--- src/rtl/spi_pkg.sv ---
// spi_pkg: constants and types shared by the SPI master and responder blocks.
package spi_pkg;
    localparam int SPI_DATA_W = 16;
    localparam int SPI_CNT_W  = $clog2(SPI_DATA_W) + 1;
    typedef enum logic {IDLE, RECV} spi_rx_state_t;
endpackage

--- src/rtl/spi_edge_sync.sv ---
// spi_edge_sync: optional input synchroniser plus sclk rising-edge detector for SPI responders.
module spi_edge_sync #(
    parameter int SYNC_STAGES = 0
) (
    input  logic clk,
    input  logic reset,
    input  logic spi_cs_l,
    input  logic spi_sclk,
    input  logic spi_data,
    output logic cs_l_o,
    output logic data_o,
    output logic sclk_rise_o
);
    logic sclk_c;
    logic sclk_q;
    generate
        if (SYNC_STAGES == 0) begin : g_direct
            assign cs_l_o = spi_cs_l;
            assign data_o = spi_data;
            assign sclk_c = spi_sclk;
        end else begin : g_sync
            logic [SYNC_STAGES-1:0] cs_q, sclk_s_q, data_q;
            // cs chain resets high so a reset release never looks like a select
            always_ff @(posedge clk or negedge reset) begin
                if (!reset) begin
                    cs_q     <= '1;
                    sclk_s_q <= '0;
                    data_q   <= '0;
                end else begin
                    cs_q     <= (cs_q << 1) | SYNC_STAGES'(spi_cs_l);
                    sclk_s_q <= (sclk_s_q << 1) | SYNC_STAGES'(spi_sclk);
                    data_q   <= (data_q << 1) | SYNC_STAGES'(spi_data);
                end
            end
            assign cs_l_o = cs_q[SYNC_STAGES-1];
            assign data_o = data_q[SYNC_STAGES-1];
            assign sclk_c = sclk_s_q[SYNC_STAGES-1];
        end
    endgenerate
    always_ff @(posedge clk or negedge reset) begin
        if (!reset) sclk_q <= 1'b0;
        else        sclk_q <= sclk_c;
    end
    assign sclk_rise_o = sclk_c & ~sclk_q;
endmodule

--- src/rtl/spi_slave_rx.sv ---
// spi_slave_rx: deserialises MSB-first SPI words into a parallel bus with valid and frame-error strobes.
module spi_slave_rx
    import spi_pkg::*;
#(
    parameter int DATA_W      = SPI_DATA_W,
    parameter int SYNC_STAGES = 0
) (
    input  logic                      clk,
    input  logic                      reset,
    input  logic                      spi_cs_l,
    input  logic                      spi_sclk,
    input  logic                      spi_data,
    output logic [DATA_W-1:0]         dataout,
    output logic                      data_valid,
    output logic                      frame_err,
    output logic                      busy,
    output logic [$clog2(DATA_W):0]   bit_cnt
);
    localparam int CW = $clog2(DATA_W) + 1;
    localparam logic [CW-1:0] LAST = CW'(DATA_W - 1);
    spi_rx_state_t state_q, state_d;
    logic cs_l, sdata, sclk_rise, shift, active;
    logic [DATA_W-1:0] shreg_q, shreg_d, dout_q, dout_d, shifted;
    logic [CW-1:0] cnt_q, cnt_d;
    logic valid_q, valid_d, ferr_q, ferr_d;
    spi_edge_sync #(.SYNC_STAGES(SYNC_STAGES)) u_sync (
        .clk         (clk),
        .reset       (reset),
        .spi_cs_l    (spi_cs_l),
        .spi_sclk    (spi_sclk),
        .spi_data    (spi_data),
        .cs_l_o      (cs_l),
        .data_o      (sdata),
        .sclk_rise_o (sclk_rise)
    );
    always_ff @(posedge clk or negedge reset) begin
        if (!reset) state_q <= IDLE;
        else        state_q <= state_d;
    end
    // chip select alone decides the state from either side
    always_comb begin
        state_d = cs_l ? IDLE : RECV;
    end
    // a cs release beats a coincident sclk edge, so the count seen is pre-edge
    always_comb begin
        active  = (state_q == RECV) && !cs_l;
        shift   = active && sclk_rise;
        shifted = {shreg_q[DATA_W-2:0], sdata};
        cnt_d   = !active ? '0 : shift ? ((cnt_q == LAST) ? '0 : cnt_q + CW'(1)) : cnt_q;
        shreg_d = !active ? '0 : shift ? shifted : shreg_q;
        valid_d = shift && (cnt_q == LAST);
        dout_d  = valid_d ? shifted : dout_q;
        ferr_d  = (state_q == RECV) && cs_l && (cnt_q != '0);
    end
    always_ff @(posedge clk or negedge reset) begin
        if (!reset) begin
            shreg_q <= '0;
            cnt_q   <= '0;
            dout_q  <= '0;
            valid_q <= 1'b0;
            ferr_q  <= 1'b0;
        end else begin
            shreg_q <= shreg_d;
            cnt_q   <= cnt_d;
            dout_q  <= dout_d;
            valid_q <= valid_d;
            ferr_q  <= ferr_d;
        end
    end
    assign dataout    = dout_q;
    assign data_valid = valid_q;
    assign frame_err  = ferr_q;
    assign busy       = (state_q == RECV);
    assign bit_cnt    = cnt_q;
endmodule

--- config.mk ---
export PLATFORM = sky130hd
export DESIGN_NAME = spi_slave_rx
export DESIGN_NICKNAME = d
export VERILOG_FILES = /design/src/rtl/spi_pkg.sv /design/src/rtl/spi_edge_sync.sv /design/src/rtl/spi_slave_rx.sv
export SDC_FILE = /design/constraint.sdc
export NUM_CORES = 1
export LEC_CHECK = 0
export CAP_MARGIN = 40
export CORE_ASPECT_RATIO = 0.6
export CORE_MARGIN = 2
export CORE_UTILIZATION = 58
export CTS_CLUSTER_DIAMETER = 40
export DETAILED_ROUTE_END_ITERATION = 10
export DONT_BUFFER_PORTS = 1
export GPL_ROUTABILITY_DRIVEN = 0
export PLACE_DENSITY = 0.74
export SYNTH_ARGS = -nofsm -noshare
export SYNTH_HDL_FRONTEND = slang
export SYNTH_SLANG_ARGS = --single-unit
--- constraint.sdc ---
create_clock -name clk -period 5.04 [get_ports clk]
set_clock_uncertainty 0.05 [all_clocks]
set_input_delay 0.756 -clock clk [delete_from_list [all_inputs] [get_ports clk]]
set_output_delay 0.756 -clock clk [all_outputs]
set_load 0.02 [all_outputs]
=== After elaboration in Yosys (flattened, before gate mapping) ===
Index checks and enable logic that the tools add are counted.

* Multiplexer cells: 6
* Bitwise operators: 2
* Reductions and logical operators: 7
* Add/sub/neg operators: 1
* Equal/unequal tests: 2

{| class="wikitable"
|+ Operator list
! kind !! count
|-
| $mux 15 || 2
|-
| $mux 5 || 3
|-
| $add 5x1->5 const B || 1
|-
| $eq 5x4->1 const B || 1
|-
| $logic_and 1x1->1 || 5
|-
| $reduce_bool 5->1 || 1
|-
| $ne 2x2->1 const B || 1
|-
| $and 1x1->1 || 1
|-
| $logic_not 1->1 || 1
|-
| $mux 1 || 1
|-
| $not 1->1 || 1
|}

* Input bits: 5
* Output and inout port bits: 24
* Bits in registers: 40

=== Longest topological paths before layout ===
Gate-level depths: netlist of run 1.

* Depth in word-level cells: 5
* Gate-level depth with buffers: 5
* Mapped depth without buffers: 4

=== By module ===
Synthesis of run 1 repeated with hierarchy kept, for this count alone.

* Cells, all modules: 120
* Area total of the unflattened synthesis: 1676.6 µm²

{| class="wikitable"
|+ Modules (own cells, without submodules)
! module !! instances !! area each (µm²) !! cells each !! sequential area each (µm²)
|-
| spi_slave_rx || 1 || 1622.8 || 116 || 975.9
|-
| spi_edge_sync || 1 || 53.8 || 4 || 25.0
|}

=== Least setup slack after synthesis of run 1 ===
OpenSTA, ideal clock, no wires.

* Kind: input -> register
* Start: in spi_cs_l
* End: reg dout_q[0] (netlist: dataout[0])
* Setup slack: 2.804 ns
* Stages on the path: 5
* Arrival time: 2.061 ns
* Required time: 4.865 ns
* Path through: and4bb_1 -> buf_6 -> nor4b_4 -> buf_6 -> mux2_2

* Cells in the longest elaborated chain, start to end: 4

{| class="wikitable"
|+ RTL lines
! element !! RTL line !! RTL
|-
| start, declared || spi_slave_rx.sv:10 || <nowiki>input logic spi_cs_l,</nowiki>
|-
| $logic_not 1->1 || spi_slave_rx.sv:46 || <nowiki>active = (state_q == RECV) && !cs_l;</nowiki>
|-
| $logic_and 1x1->1 || spi_slave_rx.sv:46 ||
|-
| $logic_and 1x1->1 || spi_slave_rx.sv:47 || <nowiki>shift = active && sclk_rise;</nowiki>
|-
| $logic_and 1x1->1 || spi_slave_rx.sv:51 || <nowiki>valid_d = shift && (cnt_q == LAST);</nowiki>
|-
| named net valid_d || spi_slave_rx.sv:25 || <nowiki>logic valid_q, valid_d, ferr_q, ferr_d;</nowiki>
|-
| end signal, assigned || spi_slave_rx.sv:65 || <nowiki>dout_q <= dout_d;</nowiki>
|-
| end, declared || spi_slave_rx.sv:23 || <nowiki>logic [DATA_W-1:0] shreg_q, shreg_d, dout_q, dout_d, shifted;</nowiki>
|}

The timed path passes the listed nets, and every way through them passes these cells.
A chain may end at the register's enable or synchronous reset.

=== Final worst setup path of run 1 ===
* Start: reg state_q (netlist: busy)
* End: reg dout_q[0] (netlist: dataout[0])

* Cells in the longest elaborated chain, start to end: 3

{| class="wikitable"
|+ RTL lines
! element !! RTL line !! RTL
|-
| start, declared || spi_slave_rx.sv:21 || <nowiki>spi_rx_state_t state_q, state_d;</nowiki>
|-
| start signal, assigned || spi_slave_rx.sv:38 || <nowiki>else state_q <= state_d;</nowiki>
|-
| $logic_and 1x1->1 || spi_slave_rx.sv:46 ||
|-
| $logic_and 1x1->1 || spi_slave_rx.sv:47 ||
|-
| $logic_and 1x1->1 || spi_slave_rx.sv:51 ||
|}

No other way between the ends.

==> qor.yml, run 1 <==
fin_cells: 138
cts_root_buffer: "clkbuf_8"
async_flop_share_pct: 100.0
netlist.area_leader.share_pct: 65.09
tightestPinTransition_ps: 678.4
powerDensity_mw_per_mm2: 321.3
hold_path.class: "input pin to asynchronous set/reset pin"
wl_per_cell_um: 19.69
grt-ovfl-total: 0
r2r-start: "busy"
grt_pass1_wl_mm: 4.567
clkSinkCount: 40
wl_met2_mm: 1.269
io_pins: 29
syn_to_final_growth_pct: 6.916
synthCells: 101
ant_nets: 0
drt-met1-wl_mm: 1.208
layout_min_cycle_time_ps: 2634
drt-total-wl_mm: 2.717
max_cap_viol_count: 0
grt_max_degree: 41
portBuffers: 0
wl_met3_um: 170
r2r_slack_ps: 2410
chipHeight_um: 43.89
synthTopCellsByArea: "dfrtp_1 65%, mux2_2 12%, a22o_1 9.1%"
clock_latency_ps: 290
core_area_mm2: 0.002505
syn_area_mm2: 0.001538
antenna_found_initial: 0
vias: 841
drv_slew: 0
yosys.area.top_type: "dfrtp_1"
place_inst: 131
dp_hpwl_mm: 1.807
cts_tree: "yes"
first_pass_iters: 4
yosysMostFrequentCell: "dfrtp_1"
grt_usage_pct: 20.53
synth.avg_cell_area_um2: 15.23
outcome: "finished clean"
post-route-drc-count: 0
yosys_warnings: 0
postCtsSetupBuffers: 0
final-hold-violation-count: 0
ys_seq_elements: 40
grt_setup_unrepaired: "no"
cp-end-kind: "register"
cts_max_path_buffers: 2
layout-drive-gt1-share_pct: 23.58
dieArea_mm2: 0.003093
max_freq_mhz: 379.7
crit_fanout: 18
diodes: 0
finalSetupViolCount: 0
fin_crit_sh_pct: 52.26
fp-row-count: 14
slew_headroom_pct: 54.77
cts_max_level: 2
viasPerCell: 6.094
top_layer_used: "met4"
ctsHoldBuffers: 0
grt_pass1_vias: 911
dr.first_iter.drc_count: 86
cp.required_ps: 5160
power.leakage_nw: 0.7982
numCtsBuffers: 5
dieWidth_um: 70.48
start_kind: "register"
vdd_drop_max_mv: 0.1570
initial_core_util_pct: 61.39
yosys-top-cells-count: "40 x dfrtp_1, 16 x a22o_1, 16 x mux2_2"
num-fill-cells: 182
r2r-end: "dataout[0]"
arrival_ps: 2760
syn_nets: 108
clk_transition_reported_paths_ps: 70
cts-resized-gates: 0
final.setup.tns_ps: 0
nNetsFinal: 113
ys_types: 22
synth_edf_count: 0
critPathKind: "register to register"
reg2reg_depth: 4
yosysSeqAreaShare_pct: 65.09
synth_flop_cell: "dfrtp_1"
==> stage by stage <==
stage	setup WS [ps]	util, %	cell area (um^2)	power [mW]	hold slack (ps)
after floorplan	2804	-	1538	0.3369	410.3
after CTS	2407	65.63	1644	0.5339	94.66
after detailed placement	2145	62.54	1567	0.3388	410.9
final	2406	65.63	1644	0.5283	104.4
after global routing	2197	65.63	1644	0.5480	86.50
after global placement	2071	61.79	1548	0.3379	411.1
==> sequential cells by signal, indices dropped and copies added (netlist names) <==
register	cells
busy	1
dataout	16
data_valid	1
shreg_q	15
bit_cnt	5
frame_err	1
u_sync.sclk_q	1
==> cell usage in the layout (no fill, tap or decap), drive strengths merged <==
| cell | n |
|---|---|
| nand3 | 1 |
| nand2 | 2 |
| nor3 | 1 |
| o2bb2ai | 1 |
| o31ai | 1 |
| a22o | 16 |
| inv | 4 |
| nand2b | 1 |
| clkinv | 1 |
| ha | 2 |
| xor2 | 2 |
| nor2 | 3 |
| nor2b | 1 |
| o21bai | 1 |
| buf | 2 |
| nand3b | 1 |
| mux2 | 16 |
| o2111a | 1 |
| nor4b | 2 |
| and4bb | 1 |
| clkbuf | 6 |
| dfrtp | 40 |
==> worst max path at each step <==
stage              from     endpoint  slack [ps]
2_1_floorplan  spi_cs_l   dataout[0]        2800
3_5_place_dp   spi_cs_l   dataout[0]        2140
6_report           busy   dataout[0]        2410
4_1_cts            busy   dataout[0]        2410
5_1_grt            busy   dataout[0]        2200
3_3_place_gp   spi_cs_l  dataout[11]        2070
==> critical path: stages, from the launching register on <==
cell,delay (ps)
dfrtp_1,510
and4bb_1,690
nor4b_4,680
buf_6,230
mux2_2,350
==> area by class of cell <==
cell class | count | area (um^2) | share of cell area (%)
multi-input combinational | 53 | 491.7 | 29.91
inverter | 4 | 15.01 | 0.9132
timing repair buffer | 2 | 18.77 | 1.142
clock inverter | 1 | 5.005 | 0.3044
sequential | 40 | 1001 | 60.88
clock buffer | 6 | 72.57 | 4.414
tap | 32 | 40.04 | 2.435
==> routing by layer <==
| layer | up-vias | GRT usage (%) |
|---|---|---|
| met5 | - | 0 |
| met4 | 0 | 12.69 |
| met3 | 7 | 6.744 |
| met2 | 29 | 29.81 |
| met1 | 431 | 27.24 |
| li1 | 374 | - |
==> power breakdown <==
part / internal [mW] / leakage [nW] / total, mW / switching, mW
registers: 0.322 / 0.554 / 0.325 / 0.00265
clock network: 0.0940 / 0.0410 / 0.195 / 0.101
logic: 0.00276 / 0.203 / 0.00777 / 0.00501
==> logic make-up after synthesis <==
family / Yosys count / share of synthesized area [%]
and+or+nand+nor: 13 / 6.103
DFF: 40 / 65.09
adders and majority gates: 2 / 1.627
buffers and inverters: 8 / 2.929
AOI/OAI and AO/OA: 20 / 11.39
muxes: 16 / 11.72
xor gates and xnor gates: 2 / 1.139
No activity file was read; power rests on OpenSTA's default activity.
==> run 2: changes to the inputs <==
--- a/config.mk
+++ b/config.mk
@@ -5,15 +5,16 @@
 export SDC_FILE = /design/constraint.sdc
 export NUM_CORES = 1
 export LEC_CHECK = 0
+export ABC_AREA = 1
 export CAP_MARGIN = 40
 export CORE_ASPECT_RATIO = 0.6
 export CORE_MARGIN = 2
-export CORE_UTILIZATION = 58
+export CORE_UTILIZATION = 55
 export CTS_CLUSTER_DIAMETER = 40
 export DETAILED_ROUTE_END_ITERATION = 10
 export DONT_BUFFER_PORTS = 1
 export GPL_ROUTABILITY_DRIVEN = 0
-export PLACE_DENSITY = 0.74
+export PLACE_DENSITY = 0.73
 export SYNTH_ARGS = -nofsm -noshare
 export SYNTH_HDL_FRONTEND = slang
 export SYNTH_SLANG_ARGS = --single-unit
==> constraint.sdc (replaced) <==
create_clock -name clk -period 2.4 [get_ports clk]
set_clock_uncertainty 0.05 [all_clocks]
set_input_delay 0.36 -clock clk [delete_from_list [all_inputs] [get_ports clk]]
set_output_delay 0.36 -clock clk [all_outputs]
set_load 0.02 [all_outputs]
==> qor.yml, run 2 <==
p_int_uw: 920.7  # +120%
timing.hold.ws_ps: 46.75  # -57.62 ps
synth_flop_cell: "dfrtp_1"
grt-ovfl-total: 0  # unchanged
cp.required_ps: 2520  # -2640 ps
grt_pass1_vias: 1047  # +15%
vias: 1081  # +29%
synthCells: 168  # +66%
reg2reg_depth: 6  # +2
ys_seq_elements: 40  # unchanged
vdd_drop_max_mv: 0.3325  # +110%
drv_slew: 0  # unchanged
worstPathCellList: "ha_1 > nand3_2 > nor2_2 > nand2_2 > nand2_1 > nand2_1"
fp-row-count: 15  # +1
final_cell_mix: "61 x nand2_1, 40 x dfrtp_1, 24 x inv_1"
crit_buf_inv: 0  # -1
critPathKind: "register to register"
wl_per_cell_um: 13.40  # -32%
max_cap_viol_count: 0  # unchanged
grt_setup_unrepaired: "no"
post-route-drc-count: 0  # unchanged
grt_max_degree: 41  # unchanged
dieArea_mm2: 0.003405  # +10%
portBuffers: 0  # unchanged
p_sw_uw: 258.7  # +140%
start_kind: "register"
hold_path.class: "input pin to register"
synthTopCellsByArea: "dfrtp_1 62%, nand2_1 14%, inv_1 5.6%"
max_freq_mhz: 582.4  # +53%
netSwitchingFraction_pct: 21.94  # +1.3 points
cts_max_path_buffers: 2  # unchanged
numCtsBuffers: 5  # unchanged
postCtsSetupBuffers: 0  # unchanged
critPathMaxStageDelay_ps: 550  # -140 ps
outcome: "finished clean"
dr.first_iter.drc_count: 47  # -45%
chipHeight_um: 46.01  # +4.8%
ant_nets: 0  # unchanged
core_area_mm2: 0.002834  # +13%
clk_transition_reported_paths_ps: 80  # about the same
dp_hpwl_mm: 1.862  # +3.0%
layout_commonest_cell: "nand2_1"
grt_usage_pct: 19.68  # -0.85 points
syn_to_final_growth_pct: 8.894
crit_top_cell: "nand2_1"
grt_pass1_wl_mm: 4.857  # +6.3%
clockPowerShare_pct: 38.8  # +1.8 points
viasPerCell: 5.005  # -18%
slew_headroom_pct: 71.06  # +16 points
first_pass_iters: 4  # unchanged
worst-path-stages: 6  # +2
clock_latency_ps: 280  # about the same
power.leakage_nw: 0.9091  # +14%
drt-total-wl_mm: 2.895  # +6.6%
powerDensity_mw_per_mm2: 669.4  # +110%
syn_area_mm2: 0.001618  # +5.2%
ys_types: 20  # -9.1%
antenna_found_initial: 0  # unchanged
cts_max_level: 2  # unchanged
cp-end-kind: "register"
yosys_warnings: 0  # unchanged
synth_edf_count: 0  # unchanged
path_delay_family: "simple AND/OR/NAND/NOR gates"
tightestPinTransition_ps: 434.1  # -244.4 ps
combPwrFrac_pct: 3.3  # +1.8 points
hold_depth: 0
dieWidth_um: 74.02  # +5.0%
setup_ws_ps: 682.8  # -1723 ps
initial_core_util_pct: 57.09  # -4.3 points
critical-path-slowest-cell: "dfrtp_1"
cts_root_buffer: "clkbuf_8"
arrival_ps: 1840  # -920 ps
largest_reg_flops: 16  # unchanged
fin_crit_sh_pct: 71.55  # +19 points
layout_min_cycle_time_ps: 1717  # -916.7 ps
final-hold-violation-count: 0  # unchanged
yosys.area.top_type: "dfrtp_1"
p_seq_share_pct: 58.0  # -3.5 points
yosysMostFrequentCell: "nand2_1"
yosys-top-cells-count: "61 x nand2_1, 40 x dfrtp_1, 24 x inv_1"
synth.avg_cell_area_um2: 9.630  # -37%
netlist.area_leader.share_pct: 61.87  # -3.2 points
layout-drive-gt1-share_pct: 10.92  # -13 points
yosysSeqAreaShare_pct: 61.87  # -3.2 points
syn_nets: 175  # +62%
diodes: 0  # unchanged
async_flop_share_pct: 100.0  # unchanged
io_pins: 29  # unchanged
nNetsFinal: 180  # +59%
final.setup.tns_ps: 0  # unchanged
dp_slack_ps: 767.1  # -1378 ps
clkSinkCount: 40  # unchanged
finalSetupViolCount: 0  # unchanged
cts_tree: "yes"
crit_fanout: 16  # -2
-- run 2: final cells by class --
type	instances	area, um^2
clock inverter	1	7.507
tap	42	52.55
inverter	25	93.84
fill	227	1072
multi-input combinational	99	490.5
timing repair buffer	2	30.03
clock buffer	7	86.33
sequential	40	1001
-- run 2: per-stage QoR --
stage	utilization [%]	power (mW)	area (um^2)	instances
floorplan	-	0.7139	1618	168
global placement	57.79	0.7172	1638	206
detailed placement	57.79	0.7179	1638	206
CTS	62.16	1.186	1762	216
global route	62.16	1.224	1762	216
finish	62.16	1.179	1762	216
-- run 2: routing by layer --
metal,global-route usage (%),vias up,share of wire (%)
met5,0,-,0
met4,5.455,0,1.1
met3,8.628,6,7.8
met2,28.04,28,41
met1,27.51,512,50
li1,-,535,-
-- run 2: worst paths after layout --
kind / start / endpoint / slack (ps)
max: bit_cnt[0] / dataout[15] / 680
min: spi_sclk / u_sync.sclk_q / 50
max reg2reg: bit_cnt[0] / dataout[15] / 680
min reg2reg: shreg_q[10] / dataout[11] / 420
max in group asynchronous: reset / shreg_q[7] / 1610
min in group asynchronous: reset / dataout[11] / 510
-- run 2: power by group through the flow --
stage,logic (mW),clock network [mW],registers [mW]
after floorplan,0.0175,0,0.696
after global placement,0.0202,0,0.697
after detailed placement,0.0209,0,0.697
after CTS,0.0392,0.463,0.683
after global routing,0.0442,0.496,0.684
final,0.0387,0.457,0.683
-- run 2: what timing repair did --
action / in CTS / in global routing
resized for setup: 0 / 0
hold buffers: 2 / 0
endpoints found under the hold margin: 40 / 0
-- run 2: kinds of logic after synthesis --
family	share of synthesized area (%)
AO/OA/AOI/OAI	6.960
XOR/XNOR	0.5415
adder cells (fa/ha/maj)	1.547
buffers and inverters	7.811
flip-flops	61.87
AND/OR/NAND/NOR	21.27
